$ cat src/rtl/reg_ctx_engine.sv
// Register-file context engine: block-saves all NREGS registers to data memory
// or restores them from memory, one register slot per clock, gated by a mask.
module reg_ctx_engine #(
  parameter int NREGS = 16,
  parameter int RAW   = 4,
  parameter int DW    = 8,
  parameter int MAW   = 8
) (
  input  logic             clk,
  input  logic             rst_n,
  input  logic             start,
  input  logic             mode,
  input  logic [MAW-1:0]   base_addr,
  input  logic [NREGS-1:0] reg_mask,
  output logic             busy,
  output logic             done,
  output logic             RegWrite,
  output logic [RAW-1:0]   write_register,
  output logic [DW-1:0]    data_in,
  output logic [RAW-1:0]   raddrA,
  input  logic [DW-1:0]    data_outA,
  output logic [MAW-1:0]   mem_addr,
  output logic             mem_wr_en,
  output logic [DW-1:0]    mem_wdata,
  input  logic [DW-1:0]    mem_rdata
);

  typedef enum logic [1:0] {IDLE, SAVE, RESTORE, DONE} state_t;

  state_t           state_q, state_d;
  logic [RAW-1:0]   idx_q, idx_d;
  logic             mode_q, mode_d;
  logic [MAW-1:0]   base_q, base_d;
  logic [NREGS-1:0] mask_q, mask_d;
  logic             busy_q, busy_d;
  logic             done_q, done_d;

  always_comb begin
    state_d = state_q;
    idx_d   = idx_q;
    mode_d  = mode_q;
    base_d  = base_q;
    mask_d  = mask_q;
    unique case (state_q)
      IDLE: begin
        if (start) begin
          mode_d  = mode;
          base_d  = base_addr;
          mask_d  = reg_mask;
          idx_d   = '0;
          state_d = mode ? RESTORE : SAVE;
        end
      end
      SAVE, RESTORE: begin
        idx_d = idx_q + RAW'(1);
        if (idx_q == RAW'(NREGS - 1)) state_d = DONE;
      end
      DONE: state_d = IDLE;
      default: state_d = IDLE;
    endcase
    // busy/done are registered off the next state so they align with it
    busy_d = (state_d == SAVE) || (state_d == RESTORE);
    done_d = (state_d == DONE);
  end

  always_ff @(posedge clk) begin
    if (!rst_n) begin
      state_q <= IDLE;
      idx_q   <= '0;
      mode_q  <= 1'b0;
      base_q  <= '0;
      mask_q  <= '0;
      busy_q  <= 1'b0;
      done_q  <= 1'b0;
    end else begin
      state_q <= state_d;
      idx_q   <= idx_d;
      mode_q  <= mode_d;
      base_q  <= base_d;
      mask_q  <= mask_d;
      busy_q  <= busy_d;
      done_q  <= done_d;
    end
  end

  assign busy = busy_q;
  assign done = done_q;

  // Datapath outputs are forced to zero outside the active transfer states.
  always_comb begin
    RegWrite       = 1'b0;
    write_register = '0;
    data_in        = '0;
    raddrA         = '0;
    mem_addr       = '0;
    mem_wr_en      = 1'b0;
    mem_wdata      = '0;
    if (state_q == SAVE) begin
      raddrA    = idx_q;
      mem_addr  = base_q + MAW'(idx_q);
      mem_wdata = data_outA;
      mem_wr_en = mask_q[idx_q];
    end else if (state_q == RESTORE) begin
      mem_addr       = base_q + MAW'(idx_q);
      write_register = idx_q;
      data_in        = mem_rdata;
      RegWrite       = mask_q[idx_q];
    end
  end

endmodule

$ cat config.mk
export PLATFORM = sky130hd
export DESIGN_NAME = reg_ctx_engine
export DESIGN_NICKNAME = d
export VERILOG_FILES = /design/src/rtl/reg_ctx_engine.sv
export SDC_FILE = /design/constraint.sdc
export NUM_CORES = 1
export LEC_CHECK = 0
export ABC_AREA = 1
export CAP_MARGIN = 40
export CORE_UTILIZATION = 43
export DETAILED_ROUTE_END_ITERATION = 16
export PLACE_DENSITY_LB_ADDON = 0.25
export SETUP_SLACK_MARGIN = 0.2
export SLEW_MARGIN = 20
export SYNTH_ARGS = -nofsm -noshare
export SYNTH_HDL_FRONTEND = slang
export SYNTH_SLANG_ARGS = --single-unit
$ cat constraint.sdc
create_clock -name clk -period 2.28 [get_ports clk]
set_clock_uncertainty 0.05 [all_clocks]
set_input_delay 0.684 -clock clk [delete_from_list [all_inputs] [get_ports clk]]
set_output_delay 0.684 -clock clk [all_outputs]
set_load 0.05 [all_outputs]
==> summary.md, run 1 <==
| Metric | Value |
|---|---|
| Area post-placement | 3100 sq um |
| GRT Overall Usage | 37.9% |
| List of cells traversed by the critical path | buf_6, nand2_1, inv_1, nand2_1, nor2_1, nor2_2, nand2_2, a21oi_4, buf_12 |
| Count of input and output buffers | 79 |
| Unrepaired setup endpoints after global routing | yes |
| Total Routed Length | 11.0 mm |
| Wire length per cell | 24.5 microns |
| Routability congestion estimate from global placement | 0.799 |
| GRT overflow | 0 |
| Die ar. | 4650 sq um |
| Effective utilization at floorplan | 45.8% |
| Internal reg-to-reg setup slack | 190 ps |
| Final worst hold slack | 455 ps |
| Min-Delay Startpoint | mask_q[10] |
| Number of hold violations in the final report | 0 |
| Root buffer cell | sky130_fd_sc_hd__clkbuf_8 |
| Power per standard cell area | 524 nW/um^2 |
| Setup ws final | -402 ps |
| Maximum operating frequency | 373 MHz |
| Number of endpoints failing setup at the final stage | 18 |
| Number of synthesized register bits | 32 |
| Required @ worst endpoint | 1550 ps |
| Worst setup SP type | flip-flop |
| Final standard cell count with taps included and fillers excluded | 450 |
| Outcome | complete, but fails checks |
| Crit Reg-Reg Startpoint | state_q[1] |
| Worst ir drop on vdd | 0.432 mV |
| Chip width | 68.2 microns |
| DR DRC count | 0 |
| Vert. Die Dim | 68.2 microns |
| Count of antenna diodes in the layout | 0 |
| Net count, final | 453 |
| Maximum level of the CTS H-tree | 2 |
| Minimum clock period after layout | 2680 ps |
| Number of DRC markers after the initial detailed-route iteration | 353 |
| Met1 wire length | 3.64 mm |
| Post-synthesis cell type count | 26 |
| CP startpoint | idx_q[1] |
| Worst min path class | reg2reg |
| Largest fanout on the critical path | 8 |
| Number of primary I/O pins | 80 |
| Type of element capturing the critical path | output pin |
| Clock tree from TritonCTS | done |
| Mean area per synthesized cell | 6.40 sq um |
| Maximum root-to-sink buffer count | 2 |
| Metal3 WL | 1.53 mm |
| Violated checks | setup timing |
| Synthesized net count | 348 |
| Syn-to-layout area delta | 107% |
| Pins over their slew limit | 0 |
| Uppermost metal layer occupied by signal nets | met4 |
| Max_cap viols | 0 |
| Worst rel slew slack | 66.6% |
| Predominant post-synthesis flop cell | sky130_fd_sc_hd__dfxtp_1 |
| Largest incremental delay on the critical path | 360 ps |
| Period utilization | 118% |
| Number of enable flip-flop cells after synthesis | 0 |
| Post-detailed-route count of antenna-violating nets | 0 |
| Share of cells above drive strength 1 | 42.8% |
| Total Negative Setup Slacks | -2790 ps |
| TritonCTS Buffers | 5 |
| Critical path arrival | 1950 ps |
| Total via count after detailed routing | 2826 |
| Clock latency on the worst-skew pair | 310 ps |
| Number of iterations in the first detailed-routing pass | 6 |
| Synth warn | 0 |
| Reported leakage power | 1.71 nW |
| Number of global-route vias before repair | 2562 |
| Met2 wire length | 4.90 mm |
| Mean number of vias per cell | 6.28 |
| Sinks on Clock Net | 32 |
| Share of synthesized registers carrying an async set or reset | 0% |
| Cell with the biggest individual delay on the critical path | sky130_fd_sc_hd__dfxtp_2 |
| Cell count after synthesis | 294 |
| Clk slew on worst S/H paths | 70 ps |
| Post-placement cell count | 421 |
| Initial antenna violation count | 0 |
| Pin count of the biggest net entering global routing | 27 |
| Worst slew pin tran | 503 ps |
| Most used cell, CP | sky130_fd_sc_hd__nand2_1 |
| Half-perimeter wire length after detailed placement | 3.85 mm |
| Design area | 3910 sq um |
| Core area | 4120 sq um |
| Global-route wire length before repair | 12.7 mm |
| Synth Cell Area | 1880 sq um |
| Share of the yosys chip area belonging to registers | 34.0% |
| Category of the most critical setup path | reg2out |
| Number of rows created at floorplan | 23 |
[critical path, delay by kind of cell, from the launching register on]
family | cells | cell delay [ps]
buffers and inverters | 3 | 430
DFF | 1 | 360
and+or+nand+nor | 5 | 600
AOI/OAI and AO/OA | 1 | 250
[stage by stage]
step / worst slack [ps] / total power (W) / utilization (%)
floorplan: 67.0 / 0.000985 / -
global placement: 19.4 / 0.00120 / 75.3
detailed placement: 4.77 / 0.00122 / 75.3
CTS: -203 / 0.00186 / 89.8
global route: -449 / 0.00209 / 94.9
finish: -402 / 0.00205 / 94.9
[power by group]
part           total (W)  internal, W  switching [W]
sequential      0.000664     0.000613      0.0000510
combinational   0.000827     0.000346       0.000481
clock           0.000557     0.000324       0.000233
total            0.00205      0.00128       0.000765
[Yosys cell counts (2+ instances only)]
master                     number  area share [%]
sky130_fd_sc_hd__ha_1           9             6.0
sky130_fd_sc_hd__o21ai_2        2            0.93
sky130_fd_sc_hd__inv_1         35             7.0
sky130_fd_sc_hd__nand3_1       11             2.9
sky130_fd_sc_hd__nor3_1         2            0.53
sky130_fd_sc_hd__dfxtp_1       32              34
sky130_fd_sc_hd__nor2_1        63              13
sky130_fd_sc_hd__a21oi_1       21             5.6
sky130_fd_sc_hd__buf_2          4             1.1
sky130_fd_sc_hd__o21ai_0       29             7.7
sky130_fd_sc_hd__inv_2          2            0.40
sky130_fd_sc_hd__nand2_1       65              13
sky130_fd_sc_hd__clkbuf_1       6             1.2
[metal layers]
metal / GRT usage, % / vias up
met5: 0 / -
li1: - / 1137
met3: 11.8 / 113
met1: 38.4 / 1249
met2: 66.3 / 327
met4: 25.0 / 0
[cell families after synthesis]
group / share of synthesized area (%)
XOR/XNOR: 0.465
buffers and inverters: 11.7
AND/OR/NAND/NOR: 30.5
flip-flops: 34.0
AO/OA/AOI/OAI: 16.3
adder cells (fa/ha/maj): 7.04
[repair_timing]
| item | 4_1_cts | 5_1_grt |
|---|---|---|
| pin swaps | 35 | 18 |
| buffers inserted | 8 | 9 |
| gates resized for setup | 130 | 42 |
| hold buffers | 0 | 0 |
| setup endpoints to repair | 36 | 34 |
| hold endpoints to repair | 0 | 0 |
| gates cloned | 4 | 0 |
[state kept, by name (all words and copies together), names as in the netlist]
signal and flops:
base_q 8, busy 1, done 1, idx_q 4, mask_q 16, state_q 2
[cell usage in the layout (no fill, tap or decap), types with 16 or more instances in the layout]
| cell | count |
|---|---|
| sky130_fd_sc_hd__o21ai_0 | 28 |
| sky130_fd_sc_hd__clkdlybuf4s50_1 | 28 |
| sky130_fd_sc_hd__nand2_1 | 42 |
| sky130_fd_sc_hd__nor2_1 | 38 |
| sky130_fd_sc_hd__a21oi_1 | 16 |
| sky130_fd_sc_hd__buf_4 | 19 |
| sky130_fd_sc_hd__buf_12 | 32 |
| sky130_fd_sc_hd__nor2_4 | 20 |
| sky130_fd_sc_hd__dfxtp_1 | 22 |
| sky130_fd_sc_hd__inv_1 | 17 |
| sky130_fd_sc_hd__dlygate4sd2_1 | 17 |
[path summary, 6_finish.rpt]
kind | to | depth (start not counted)
setup reg to reg | mask_q[4] | 8
hold reg to reg | mask_q[10] | 2
hold / removal | mask_q[10] | 2
setup / recovery | RegWrite | 9
[cell type report]
class	count	area, sq um
Clock buffer	6	72.6
Clock inverter	2	35.0
Fill cell	101	210
Inverter	37	179
Multi-Input combinational cell	212	1450
Sequential cell	32	661
Tap cell	50	62.6
Timing Repair Buffer	111	1450
No activity file was read; power rests on OpenSTA's default activity.
==> run 2: changes to the inputs <==
- GPL_TIMING_DRIVEN: not set -> 0
- HOLD_SLACK_MARGIN: not set -> 0.08
==> summary.md, run 2 (same netlist as run 1, synthesis figures left out) <==
| Metric | Value |
|---|---|
| Outcome | complete, but fails checks |
| Violated checks | setup timing |
| DR DRC count | 0 |
| GRT overflow | 0 |
| Period utilization | 115% |
| Most used cell, CP | sky130_fd_sc_hd__buf_6 |
| GRT Overall Usage | 27.9% |
| Total Negative Setup Slacks | -2300 ps |
| Maximum operating frequency | 382 MHz |
| TritonCTS Buffers | 5 |
| Core area | 4120 sq um |
| Largest incremental delay on the critical path | 370 ps |
| Number of DRC markers after the initial detailed-route iteration | 350 |
| Post-placement cell count | 422 |
| Crit Reg-Reg Startpoint | state_q[0] |
| Commonest non-fill, non-tap cells in the layout | 41 x sky130_fd_sc_hd__nand2_1, 41 x sky130_fd_sc_hd__nor2_1, 27 x sky130_fd_sc_hd__clkdlybuf4s50_1 |
| Maximum root-to-sink buffer count | 2 |
| Internal reg-to-reg setup slack | 260 ps |
| Reported leakage power | 1.68 nW |
| Root buffer cell | sky130_fd_sc_hd__clkbuf_8 |
| Count of antenna diodes in the layout | 0 |
| Number of rows created at floorplan | 23 |
| Pin count of the biggest net entering global routing | 13 |
| Number of endpoints failing setup at the final stage | 9 |
| Biggest regs | mask_q: 16 flops, base_q: 8 flops, idx_q: 4 flops |
| Critical path arrival | 1880 ps |
| Routability congestion estimate from global placement | 0.782 |
| Clock latency on the worst-skew pair | 300 ps |
| Global-route wire length before repair | 9.54 mm |
| Worst slew pin tran | 508 ps |
| Max FFs per register | 16 |
| List of cells traversed by the critical path | buf_6, buf_12, o21ai_1, nand2_1, nand3_1, nand2_2, a21oi_2, buf_6 |
| Chip width | 68.2 microns |
| Number of primary I/O pins | 80 |
| Length in cells of the worst reg-to-reg path | 8 |
| Worst R2R End | idx_q[2] |
| Share of cells above drive strength 1 | 42.0% |
| Worst rel slew slack | 66.3% |
| Worst setup SP type | flip-flop |
| Category of the most critical setup path | reg2out |
| Count of input and output buffers | 78 |
| Die ar. | 4650 sq um |
| Number of global-route vias before repair | 2150 |
| Minimum clock period after layout | 2620 ps |
| Worst hold path stage count | 2 |
| Number of iterations in the first detailed-routing pass | 9 |
| Sinks on Clock Net | 32 |
| Pins over their slew limit | 0 |
| Total via count after detailed routing | 2674 |
| Syn-to-layout area delta | 93.7% |
| Max_cap viols | 0 |
| Total Routed Length | 9.14 mm |
| Largest fanout on the critical path | 9 |
| Power per standard cell area | 508 nW/um^2 |
| Effective utilization at floorplan | 45.8% |
| Worst setup slack after placement | -730 ps |
| Unrepaired setup endpoints after global routing | yes |
| Wire length per cell | 20.1 microns |
| Cell with the biggest individual delay on the critical path | sky130_fd_sc_hd__dfxtp_4 |
| Reg with most FFs | mask_q |
| Vert. Die Dim | 68.2 microns |
| Clk slew on worst S/H paths | 70 ps |
| Min-Delay Startpoint | mask_q[2] |
| Net count, final | 458 |
| Initial antenna violation count | 0 |
| Maximum level of the CTS H-tree | 2 |
| Post-layout power | 0.00185 W |
| Number of hold violations in the final report | 0 |
| Post-detailed-route count of antenna-violating nets | 0 |
| FILL cells | 163 |
| Sink of the worst hold path | mask_q[2] |
| Clock tree from TritonCTS | done |
| Type of element capturing the critical path | output pin |
| Worst ir drop on vdd | 0.503 mV |
| Required @ worst endpoint | 1550 ps |
| Half-perimeter wire length after detailed placement | 3.72 mm |
| Worst min path class | reg2reg |
| Final standard cell count with taps included and fillers excluded | 455 |
| Mean number of vias per cell | 5.88 |
| Setup ws final | -337 ps |
## run 2: cell count changes in the layout (fill, tap and decap cells not counted), moves of 4 or more
cell                      delta
sky130_fd_sc_hd__buf_12     -30
sky130_fd_sc_hd__buf_8      +21
sky130_fd_sc_hd__buf_6      +14
sky130_fd_sc_hd__inv_2       +7
sky130_fd_sc_hd__inv_4       -7
sky130_fd_sc_hd__buf_4       -4
sky130_fd_sc_hd__dfxtp_2     -4
## run 2: worst max path at each step
stage               startpoint                end  slack (ps)  cells past startpoint
floorplan           state_q[0]  write_register[0]          70                      5
global placement    state_q[0]        mem_addr[3]        -700                      8
detailed placement  state_q[0]        mem_addr[3]        -730                      8
CTS                   idx_q[0]        mem_addr[6]        -200                      8
global route          idx_q[0]           RegWrite        -450                      9
finish                idx_q[0]           RegWrite        -340                      8
## run 2: per-layer routing
| metal | GRT usage, % | share of wire, % | wire, microns | vias to the layer above |
|---|---|---|---|---|
| met5 | 0 | 0 | 0 | - |
| met4 | 12.5 | 6.8 | 624 | 0 |
| met3 | 5.33 | 12 | 1110 | 72 |
| met2 | 52.8 | 47 | 4330 | 267 |
| met1 | 29.3 | 34 | 3080 | 1188 |
| li1 | - | - | - | 1147 |
## run 2: critical path: cells and delay by family (launching register included)
| family | cells | cell delay [ps] |
|---|---|---|
| flops | 1 | 370 |
| compound gates | 2 | 400 |
| buf+inv | 3 | 470 |
| simple gates | 3 | 330 |
## run 2: final cells by class
class | instances | area, sq um | share of cell area, %
clock buffers | 5 | 68.8 | 1.89
inverters | 37 | 149 | 4.08
multi-input cells | 212 | 1420 | 39.0
repair buffers | 103 | 1140 | 31.3
plain buffers | 13 | 119 | 3.26
clock inverters | 3 | 23.8 | 0.652
flip-flops and latches | 32 | 659 | 18.1
well taps | 50 | 62.6 | 1.72
## run 2: metrics by stage
stage	hold slack, ps	util (%)	area [sq um]
finish	409	88.6	3650
global route	449	88.6	3650
CTS	406	81.8	3360
detailed placement	396	68.3	2810
global placement	393	68.3	2810
floorplan	374	-	1970
## run 2: repair_timing
action / CTS / global route
resized for setup: 360 / 52
endpoints found under the setup margin: 36 / 34
pin swaps: 36 / 14
cloned: 1 / 1
setup buffers: 17 / 6
hold buffers: 0 / 0
## run 2: power breakdown
| group | total, W | internal (W) | switching (W) |
|---|---|---|---|
| clock | 0.000448 | 0.000216 | 0.000233 |
| combinational | 0.000751 | 0.000314 | 0.000437 |
| sequential | 0.000654 | 0.000610 | 0.0000437 |
| total | 0.00185 | 0.00114 | 0.000714 |
